[src/rtl/pc_pkg.sv]
// Shared PC constants and types, also used by the control unit and decoder.
package pc_pkg;

  localparam int unsigned WIDTH = 64;
  localparam logic [WIDTH-1:0] RESET_VECTOR = 64'h0;
  localparam int unsigned PC_INCREMENT = 4;

  typedef logic [WIDTH-1:0] pc_t;

  // Next-address source selected by soma_imm
  typedef enum logic {
    SelSeq = 1'b0,
    SelImm = 1'b1
  } next_sel_e;

  // Instruction fetch addresses must be word aligned
  function automatic logic addr_misaligned(input logic [1:0] low_bits);
    return low_bits != 2'b00;
  endfunction

endpackage

[src/rtl/program_counter_unit_if.sv]
// Control-unit <-> PC datapath bundle. The control unit is the master.
interface program_counter_unit_if #(
  parameter int unsigned WIDTH = pc_pkg::WIDTH
);

  logic             atualiza_pc;
  logic             soma_imm;
  logic [WIDTH-1:0] imm_pc;
  logic [WIDTH-1:0] doutPC;
  logic [WIDTH-1:0] next_pc;
  logic             misaligned;

  modport master (
    output atualiza_pc,
    output soma_imm,
    output imm_pc,
    input  doutPC,
    input  next_pc,
    input  misaligned
  );

  modport slave (
    input  atualiza_pc,
    input  soma_imm,
    input  imm_pc,
    output doutPC,
    output next_pc,
    output misaligned
  );

endinterface

[src/rtl/pc_adder.sv]
// Combinational next-address adder: PC + step or PC + immediate, modulo 2^WIDTH.
module pc_adder #(
  parameter int unsigned WIDTH        = pc_pkg::WIDTH,
  parameter int unsigned PC_INCREMENT = pc_pkg::PC_INCREMENT
) (
  input  logic [WIDTH-1:0] pc,
  input  logic [WIDTH-1:0] imm,
  input  logic             soma_imm,
  output logic [WIDTH-1:0] next_pc
);
  import pc_pkg::*;

  localparam logic [WIDTH-1:0] Step = WIDTH'(PC_INCREMENT);

  logic [WIDTH-1:0] offset;

  // Select the offset, then add; carry out is intentionally dropped
  always_comb begin
    offset = Step;
    unique case (next_sel_e'(soma_imm))
      SelSeq:  offset = Step;
      SelImm:  offset = imm;
      default: offset = Step;
    endcase
    next_pc = pc + offset;
  end

endmodule

[src/rtl/program_counter_unit.sv]
// Program counter register with its next-address adder and misalignment flag.
module program_counter_unit #(
  parameter int unsigned     WIDTH        = pc_pkg::WIDTH,
  parameter logic [WIDTH-1:0] RESET_VECTOR = pc_pkg::RESET_VECTOR,
  parameter int unsigned     PC_INCREMENT = pc_pkg::PC_INCREMENT
) (
  input  logic                   clk,
  input  logic                   reset,
  program_counter_unit_if.slave  pc_bus
);
  import pc_pkg::*;

  logic [WIDTH-1:0] pc_q;
  logic [WIDTH-1:0] pc_d;
  logic [WIDTH-1:0] next_addr;

  pc_adder #(
    .WIDTH        (WIDTH),
    .PC_INCREMENT (PC_INCREMENT)
  ) u_pc_adder (
    .pc       (pc_q),
    .imm      (pc_bus.imm_pc),
    .soma_imm (pc_bus.soma_imm),
    .next_pc  (next_addr)
  );

  // Load the adder result only on an update strobe; otherwise hold
  always_comb begin
    pc_d = pc_q;
    if (pc_bus.atualiza_pc) begin
      pc_d = next_addr;
    end
  end

  // PC register; reset is asynchronous and overrides any update
  always_ff @(posedge clk or negedge reset) begin
    if (!reset) begin
      pc_q <= RESET_VECTOR;
    end else begin
      pc_q <= pc_d;
    end
  end

  // Misaligned targets are still loaded; the flag is advisory for the control unit
  assign pc_bus.doutPC     = pc_q;
  assign pc_bus.next_pc    = next_addr;
  assign pc_bus.misaligned = addr_misaligned(next_addr[1:0]);

endmodule

[src/flat_wrapper.sv]
// flat-port wrapper written by rule: the top's interface ports become plain ports
module program_counter_unit_flat import pc_pkg::*;
#(
  parameter int unsigned     WIDTH        = pc_pkg::WIDTH,
  parameter logic [WIDTH-1:0] RESET_VECTOR = pc_pkg::RESET_VECTOR,
  parameter int unsigned     PC_INCREMENT = pc_pkg::PC_INCREMENT
)
  (clk, reset, pc_bus_atualiza_pc, pc_bus_soma_imm, pc_bus_imm_pc, pc_bus_doutPC, pc_bus_next_pc, pc_bus_misaligned);
  program_counter_unit_if #(.WIDTH(WIDTH)) pc_bus_i ();
  input  logic clk;
  input  logic reset;
  input wire logic [$bits(pc_bus_i.atualiza_pc)-1:0] pc_bus_atualiza_pc;
  input wire logic [$bits(pc_bus_i.soma_imm)-1:0] pc_bus_soma_imm;
  input wire logic [$bits(pc_bus_i.imm_pc)-1:0] pc_bus_imm_pc;
  output wire logic [$bits(pc_bus_i.doutPC)-1:0] pc_bus_doutPC;
  output wire logic [$bits(pc_bus_i.next_pc)-1:0] pc_bus_next_pc;
  output wire logic [$bits(pc_bus_i.misaligned)-1:0] pc_bus_misaligned;
  assign pc_bus_i.atualiza_pc = pc_bus_atualiza_pc;
  assign pc_bus_i.soma_imm = pc_bus_soma_imm;
  assign pc_bus_i.imm_pc = pc_bus_imm_pc;
  assign pc_bus_doutPC = pc_bus_i.doutPC;
  assign pc_bus_next_pc = pc_bus_i.next_pc;
  assign pc_bus_misaligned = pc_bus_i.misaligned;
  program_counter_unit #(.WIDTH(WIDTH), .RESET_VECTOR(RESET_VECTOR), .PC_INCREMENT(PC_INCREMENT)) u_core (.clk(clk), .reset(reset), .pc_bus(pc_bus_i));
endmodule
[config.mk]
export PLATFORM = sky130hd
export DESIGN_NAME = program_counter_unit_flat
export DESIGN_NICKNAME = d
export VERILOG_FILES = /design/src/rtl/pc_pkg.sv /design/src/rtl/program_counter_unit_if.sv /design/src/rtl/pc_adder.sv /design/src/rtl/program_counter_unit.sv /design/src/flat_wrapper.sv
export SDC_FILE = /design/constraint.sdc
export NUM_CORES = 1
export LEC_CHECK = 0
export ABC_AREA = 1
export CORE_MARGIN = 1
export CORE_UTILIZATION = 30
export CTS_CLUSTER_SIZE = 14
export DETAILED_ROUTE_END_ITERATION = 10
export PLACE_DENSITY_LB_ADDON = 0.3
export REMOVE_ABC_BUFFERS = 1
export SYNTH_ARGS = -nofsm -noshare
export SYNTH_HDL_FRONTEND = slang
export SYNTH_SLANG_ARGS = --single-unit
[constraint.sdc]
create_clock -name clk -period 8.4 [get_ports clk]
set_input_delay 1.68 -clock clk [delete_from_list [all_inputs] [get_ports clk]]
set_output_delay 1.68 -clock clk [all_outputs]
set_load 0.05 [all_outputs]
**Word-level counts from Yosys, hierarchy flattened**

Index checks and enable logic that the tools add are counted.

- Reduce and logical (&&, ||, !) cells: 1
- $add $sub $neg: 1
- Muxes and demuxes: 1
- Bitwise logic cells: 1

Operators with widths:

| cell | count |
|---|---|
| case mux 64 bit (2 select lines) | 1 |
| adder 64 bit | 1 |
| nonzero test 2 bit | 1 |
| NOT 1 bit | 1 |

- Logic and storage cells: 5
- Register bits after elaboration: 64
- Input bits: 68
- Output and inout port bits: 129

**Depth between registers and ports, before layout**

Gate-level depths: netlist of the first run.

- Depth after elaboration: 4
- Mapped depth: 20
- Mapped depth without buffers: 18

**By module**

Synthesis of the first run repeated with hierarchy kept, for this count alone.

- Cell total of the unflattened synthesis: 1,691
- Area total of the unflattened synthesis: 8,907.3 sq um

By module, submodules not included:

| module | seq. area each (sq um) | cells an instance | area an instance (sq um) | times used |
|---|---|---|---|---|
| pc_adder | 0.0 | 1,420 | 6,454.9 | 1 |
| program_counter_unit | 1,601.5 | 271 | 2,452.4 | 1 |

**Worst setup path after synthesis of the first run**

OpenSTA, ideal clock, no wires.

- Path type: input to output
- From: input pc_bus_soma_imm
- To: output pc_bus_next_pc[28]
- Buffers on the path: 2
- Stages: 13
- Slack: 2.598 ns
- Data arrival time: 4.122 ns
- Required time: 6.720 ns
- Path through: clkbuf_1 -> buf_1 -> nand2_1 -> inv_1 -> ha_1 -> fa_1 -> nand3_1 -> nand3_2 -> nand3_1 -> nand3b_1 -> nand2_1 -> nand2_1 -> xor2_1

- Longest elaborated chain between the ends: 3

Ends and longest elaborated chain:

| item | line | text |
|---|---|---|
| start: declaration | flat_wrapper.sv:13 | `input wire logic [$bits(pc_bus_i.soma_imm)-1:0] pc_bus_soma_imm;` |
| NOT 1 bit | pc_adder.sv:20 | `unique case (next_sel_e'(soma_imm))` |
| case mux 64 bit (2 select lines) (*) | pc_adder.sv:20 |  |
| adder 64 bit (*) | pc_adder.sv:25 | `next_pc = pc + offset;` |
| end: declaration | flat_wrapper.sv:16 | `output wire logic [$bits(pc_bus_i.next_pc)-1:0] pc_bus_next_pc;` |

Every way passes the cells marked *; elsewhere a longest branch is shown, timed or not.

**Worst setup path after layout of the first run**

- From: input pc_bus_soma_imm
- To: output pc_bus_next_pc[59]

Same word-level chain as after synthesis.

==> results of run 1 <==
area by class of cell:
class | count | area share, %
multi-input combinational | 1220 | 49.3
timing repair buffer | 201 | 17.1
sequential | 64 | 13.8
inverter | 402 | 13.0
tap | 384 | 4.14
clock buffer | 10 | 1.97
clock inverter | 6 | 0.722
through the flow:
stage | hold WS (ns) | instance area (sq um) | worst slack [ns]
final | 0.508 | 11600 | 1.20
after global routing | 0.541 | 11600 | 0.942
after CTS | 0.516 | 11600 | 1.18
after detailed placement | 0.502 | 11300 | 1.20
after global placement | 0.499 | 11300 | 1.18
after floorplan | 0.776 | 8840 | 3.01
cells in the mapped netlist, drive strengths merged:
master  number  area, sq um
nand3b      13         97.6
dfrtp       64         1600
nand3       75          385
a21oi       39          195
clkbuf      14         52.6
o21ai        2         10.0
and2        33          206
xor2        31          287
ha          64          801
nand4        1         6.26
nor3        13         80.1
fa           1         20.0
or2          2         12.5
buf          6         23.8
o21bai       2         15.0
nor2        98          390
nand2      844         3200
nor4         2         25.0
inv        402         1510
power by group through the flow:
stage                     Combinational, uW  Sequential, uW  Clock [uW]
after floorplan                        2280            1100           0
after global placement                 4120             603           0
after detailed placement               4120             604           0
after CTS                              4140             601         434
after global routing                   4420             625         442
final                                  4120             599         424
worst max path at each step:
stage / start / end / slack, ns / depth (start not counted)
finish: pc_bus_soma_imm / pc_bus_next_pc[59] / 1.20 / 17
global route: pc_bus_soma_imm / pc_bus_next_pc[51] / 0.94 / 17
CTS: pc_bus_soma_imm / pc_bus_next_pc[59] / 1.18 / 17
detailed placement: pc_bus_soma_imm / pc_bus_next_pc[59] / 1.20 / 17
global placement: pc_bus_soma_imm / pc_bus_next_pc[59] / 1.18 / 17
floorplan: pc_bus_imm_pc[0] / pc_bus_next_pc[28] / 3.01 / 11
logic make-up after synthesis:
family	count (synthesis)	synth area share, %
fa+ha+maj	65	9.21
buf+inv	422	17.8
flops	64	18.0
compound gates	43	2.47
simple gates	1081	49.4
xor+xnor	31	3.21
worst register-to-register path, delay by kind of cell, from the launching register on:
kind | cells | cell delay (ns)
and+or+nand+nor | 10 | 1.36
DFF | 1 | 0.41
adders and majority gates | 2 | 0.70
routing by layer:
layer	routed length, um	track usage, %	up-vias
met5	11	0	-
met4	494	5.59	2
met3	1900	2.89	23
met2	14000	34.5	275
met1	16700	32.3	4296
li1	-	-	5336
==> flow_metrics.env, run 1 <==
export IMPL_detail_route_antenna_nets=0
export IMPL_dp_hpwl_um=27900
export IMPL_ys_ff_latch=64
export IMPL_drt_iter0_markers=603
export IMPL_peakVddDrop_mv=0.287
export IMPL_rsz0062_at_grt="false"
export IMPL_worst_pin_slew_ns=0.955
export IMPL_ys_warn_count=0
export IMPL_clk_path_buf_depth=2
export IMPL_final_common_cell="nand2_1"
export IMPL_pwr_share_seq_pct=11.6
export IMPL_ioPinCount=197
export IMPL_post_route_min_period_ns=7.20
export IMPL_cts_sinks=64
export IMPL_path_max_fanout=45
export IMPL_htreeDepth=3
export IMPL_fin_skew_ns=0.00931
export IMPL_via_per_inst=4.34
export IMPL_p_leak_uw=0.00725
export IMPL_path_common_cell="nand2_1"
export IMPL_p_int_uw=1990
export IMPL_cts_tree="yes"
export IMPL_multi_input_area_sq_mm=0.00573
export IMPL_drc_errors=0
export IMPL_die_x_um=174
export IMPL_status="finished, final reports clean"
export IMPL_timing_rr_start="u_core.pc_bus.doutPC[0]"
export IMPL_start_util_pct=30.8
export IMPL_dr_pass1_iters=5
export IMPL_coreArea_sq_mm=0.0289
export IMPL_cp_data_arrival_time_ns=5.52
export IMPL_crit_chain="buf_2 -> buf_4 -> nand2_1 -> inv_1 -> ha_1 -> nand2_1 -> inv_1 -> nand2_1 -> nand2_1 -> nand3b_1 -> nand2_1 -> nand2_1 -> nand2_1 -> nand2_1 -> nand2_1 -> and2_1 -> clkdlybuf4s50_1"
export IMPL_cts_made_buffers=9
export IMPL_fmax_mhz=139
export IMPL_crit_buf_inv=5
export IMPL_p_switching_uw=3160
export IMPL_finalNonFillerCells=2287
export IMPL_largest_reg_flops=64
export IMPL_p_sw_share_pct=61.4
export IMPL_final_setup_tns_ns=0
export IMPL_period_share_pct=85.7
export IMPL_power_uw=5140
export IMPL_yosysUniqueCellTypes=27
export IMPL_grt_overflow_total=0
export IMPL_cts_root_buffer="clkbuf_16"
export IMPL_post_cts_resized=0
export IMPL_clockPowerShare_pct=8.2
export IMPL_setup_viol=0
export IMPL_maxSlewHeadroom_pct=36.3
export IMPL_critical_path_class="input port to output port"
export IMPL_globalRouteTotalUtil_pct=22.3
export IMPL_hold_path_startpoint="u_core.pc_bus.doutPC[32]"
export IMPL_grt_pass1_vias=9525
export IMPL_maxCapViolations=0
export IMPL_wl_per_cell_um=14.5
export IMPL_rrSetupSlack_ns=5.81
export IMPL_n_fill_cell=3266
export IMPL_drive_gt1_share_pct=2.89
export IMPL_antennaDiodeCount=0
export IMPL_cellPowerDensity_mw_per_mm2=443
export IMPL_die_area_sq_mm=0.0304
export IMPL_hold_depth=2
export IMPL_ff_latch_area_sq_mm=0.00160
export IMPL_synthesis_area_sq_mm=0.00891
export IMPL_grt_pass1_wl_um=52200
export IMPL_crit_slowest_cell="clkdlybuf4s50_1"
export IMPL_cp_slowest_stage_delay_ns=0.80
export IMPL_min_delay_worst_endpoint="u_core.pc_bus.doutPC[32]"
export IMPL_hold_path_class="flip-flop to flip-flop"
export IMPL_critPathTopFamily="buffers and inverters"
export IMPL_required_ns=6.72
export IMPL_syn_to_final_growth_pct=30.3
export IMPL_r2r_end="u_core.pc_bus.doutPC[56]"
export IMPL_post_route_util_pct=40.1
export IMPL_nets=2031
export IMPL_die_y_um=174
export IMPL_gp_congestion=0.916
export IMPL_grt_start_max_net_pins=66
export IMPL_num_rows=62
export IMPL_syn_avg_cell_area_sq_um=5.22
export IMPL_drt_total_wl_um=33100
export IMPL_cts_hold_fix_buffers=0
export IMPL_antenna_found_initial=1
export IMPL_postCtsSetupRepairBufs=0
export IMPL_synthCells=1706
export IMPL_critPathCaptureType="output port"
export IMPL_clkSlewWorstSetupHoldPaths_ns=0.06
export IMPL_pwr_share_comb_pct=80.1
export IMPL_hold_viol_final=0
export IMPL_routed_via_count=9932
export IMPL_critPathLaunchType="input port"
export IMPL_reg2regPathDepth=12
export IMPL_drv_slew=0
export IMPL_placedCellCount=2271
export IMPL_mostFrequentLayoutCells="nand2_1 (833), inv_1 (400), clkdlybuf4s50_1 (193)"
export IMPL_ys_seq_area_share_pct=18.0
export IMPL_clk_latency_ns=0.35
export IMPL_numPortBuffers=196
(Power assumes the default switching activity.)
==> run 2: changes to the inputs <==
--- a/config.mk
+++ b/config.mk
@@ -7,9 +7,10 @@
 export LEC_CHECK = 0
 export ABC_AREA = 1
 export CORE_MARGIN = 1
-export CORE_UTILIZATION = 30
+export CORE_UTILIZATION = 54
 export CTS_CLUSTER_SIZE = 14
 export DETAILED_ROUTE_END_ITERATION = 10
+export HOLD_SLACK_MARGIN = 0.1
 export PLACE_DENSITY_LB_ADDON = 0.3
 export REMOVE_ABC_BUFFERS = 1
 export SYNTH_ARGS = -nofsm -noshare
==> flow_metrics.env, run 2 (synthesized netlist as in run 1, its figures left out) <==
export IMPL_critical_path_class="input port to output port"
export IMPL_critPathCaptureType="output port"
export IMPL_rrSetupSlack_ns=5.73
export IMPL_finalNonFillerCells=2117
export IMPL_postCtsSetupRepairBufs=0
export IMPL_post_route_util_pct=71.0
export IMPL_clkSlewWorstSetupHoldPaths_ns=0.06
export IMPL_cts_root_buffer="clkbuf_16"
export IMPL_grt_overflow_total=0
export IMPL_maxCapViolations=0
export IMPL_via_per_inst=4.98
export IMPL_globalRouteTotalUtil_pct=38.2
export IMPL_grt_pass1_vias=9624
export IMPL_placedCellCount=2101
export IMPL_hold_viol_final=0
export IMPL_final_common_cell="nand2_1"
export IMPL_p_leak_uw=0.00723
export IMPL_hold_path_class="flip-flop to flip-flop"
export IMPL_r2r_end="u_core.pc_bus.doutPC[38]"
export IMPL_post_route_min_period_ns=7.05
export IMPL_dp_hpwl_um=25700
export IMPL_die_x_um=130
export IMPL_required_ns=6.72
export IMPL_hold_path_startpoint="u_core.pc_bus.doutPC[43]"
export IMPL_detail_route_antenna_nets=0
export IMPL_ioPinCount=197
export IMPL_gp_congestion=1.01
export IMPL_period_share_pct=84.0
export IMPL_cts_sinks=64
export IMPL_hold_depth=2
export IMPL_die_area_sq_mm=0.0170
export IMPL_fin_skew_ns=0.00793
export IMPL_routed_via_count=10547
export IMPL_setup_viol=0
export IMPL_drv_slew=0
export IMPL_grt_pass1_wl_um=49100
export IMPL_coreArea_sq_mm=0.0160
export IMPL_num_rows=46
export IMPL_start_util_pct=55.7
export IMPL_largest_reg_flops=64
export IMPL_antennaDiodeCount=0
export IMPL_drive_gt1_share_pct=2.79
export IMPL_drt_iter0_markers=804
export IMPL_cts_hold_fix_buffers=0
export IMPL_rsz0062_at_grt="false"
export IMPL_dr_pass1_iters=6
export IMPL_clk_path_buf_depth=2
export IMPL_antenna_found_initial=0
export IMPL_peakVddDrop_mv=0.405
export IMPL_n_fill_cell=1424
export IMPL_htreeDepth=3
export IMPL_clk_latency_ns=0.36
export IMPL_cellPowerDensity_mw_per_mm2=453
export IMPL_cts_made_buffers=9
export IMPL_worst_pin_slew_ns=1.20
export IMPL_power_uw=5150
export IMPL_numPortBuffers=196
export IMPL_cp_data_arrival_time_ns=5.37
export IMPL_status="finished, final reports clean"
export IMPL_drc_errors=0
export IMPL_timing_rr_start="u_core.pc_bus.doutPC[0]"
export IMPL_drt_total_wl_um=32000
export IMPL_cts_tree="yes"
export IMPL_final_setup_tns_ns=0
export IMPL_die_y_um=130
export IMPL_post_cts_resized=0
export IMPL_nets=2029
export IMPL_syn_to_final_growth_pct=27.5
export IMPL_reg2regPathDepth=13
export IMPL_fmax_mhz=142
export IMPL_path_max_fanout=54
export IMPL_maxSlewHeadroom_pct=20.1
export IMPL_wl_per_cell_um=15.1
export IMPL_mostFrequentLayoutCells="nand2_1 (833), inv_1 (400), clkdlybuf4s50_1 (193)"
export IMPL_grt_start_max_net_pins=66
export IMPL_min_delay_worst_endpoint="u_core.pc_bus.doutPC[43]"
export IMPL_critPathLaunchType="input port"
-- run 2: changes by cell type in the layout (fill, tap and decap cells not counted) --
cell and change:
buf_4 -2, bufinv_16 -1, clkinv_4 -1, clkinvlp_4 +2
-- run 2: layout make-up --
class	instances	area, sq um	area share, %
clock buffers	10	229	2.01
clock inverters	6	60.1	0.528
inverters	402	1510	13.3
multi-input cells	1220	5730	50.4
flip-flops and latches	64	1600	14.1
well taps	216	270	2.38
repair buffers	199	1970	17.3
-- run 2: power by group --
group	internal [uW]	switching (uW)	leakage, uW
Combinational	1270	2880	0.00630
Sequential	459	151	0.000783
Clock	228	162	0.000138
-- run 2: how the worst max path moves through the flow --
| stage | from | endpoint | slack [ns] | cells after the start |
|---|---|---|---|---|
| after floorplan | pc_bus_imm_pc[0] | pc_bus_next_pc[28] | 3.01 | 11 |
| after global placement | pc_bus_soma_imm | pc_bus_next_pc[51] | 1.52 | 18 |
| after detailed placement | pc_bus_soma_imm | pc_bus_next_pc[62] | 1.47 | 16 |
| after CTS | pc_bus_soma_imm | pc_bus_next_pc[62] | 1.46 | 16 |
| after global routing | pc_bus_soma_imm | pc_bus_next_pc[55] | 1.20 | 14 |
| final | pc_bus_soma_imm | pc_bus_next_pc[51] | 1.35 | 18 |
-- run 2: stage by stage --
| stage | hold WS (ns) | setup slack [ns] | cell area, sq um |
|---|---|---|---|
| floorplan | 0.776 | 3.01 | 8840 |
| global placement | 0.492 | 1.52 | 11100 |
| detailed placement | 0.503 | 1.47 | 11100 |
| CTS | 0.515 | 1.46 | 11400 |
| global route | 0.545 | 1.20 | 11400 |
| finish | 0.517 | 1.35 | 11400 |
-- run 2: per-layer routing --
layer | track usage, % | vias up | wire [um]
li1 | - | 5353 | -
met1 | 51.5 | 4647 | 14200
met2 | 60.9 | 496 | 14100
met3 | 7.29 | 51 | 2860
met4 | 13.5 | 0 | 872
met5 | 0 | - | 0
-- run 2: worst max-delay path, stage by stage --
cell and delay, ns:
buf_2 0.74, buf_4 0.32, nand2_1 0.06, inv_1 0.05, ha_1 0.26, nand2_1 0.15, inv_1 0.07, nand2_1 0.08
nand2_1 0.06, nand2_1 0.05, nand2_1 0.06, inv_1 0.08, nand2_1 0.07, a21oi_1 0.36, nand2_1 0.11, nand2_1 0.10
and2_1 0.15, clkdlybuf4s50_1 0.82
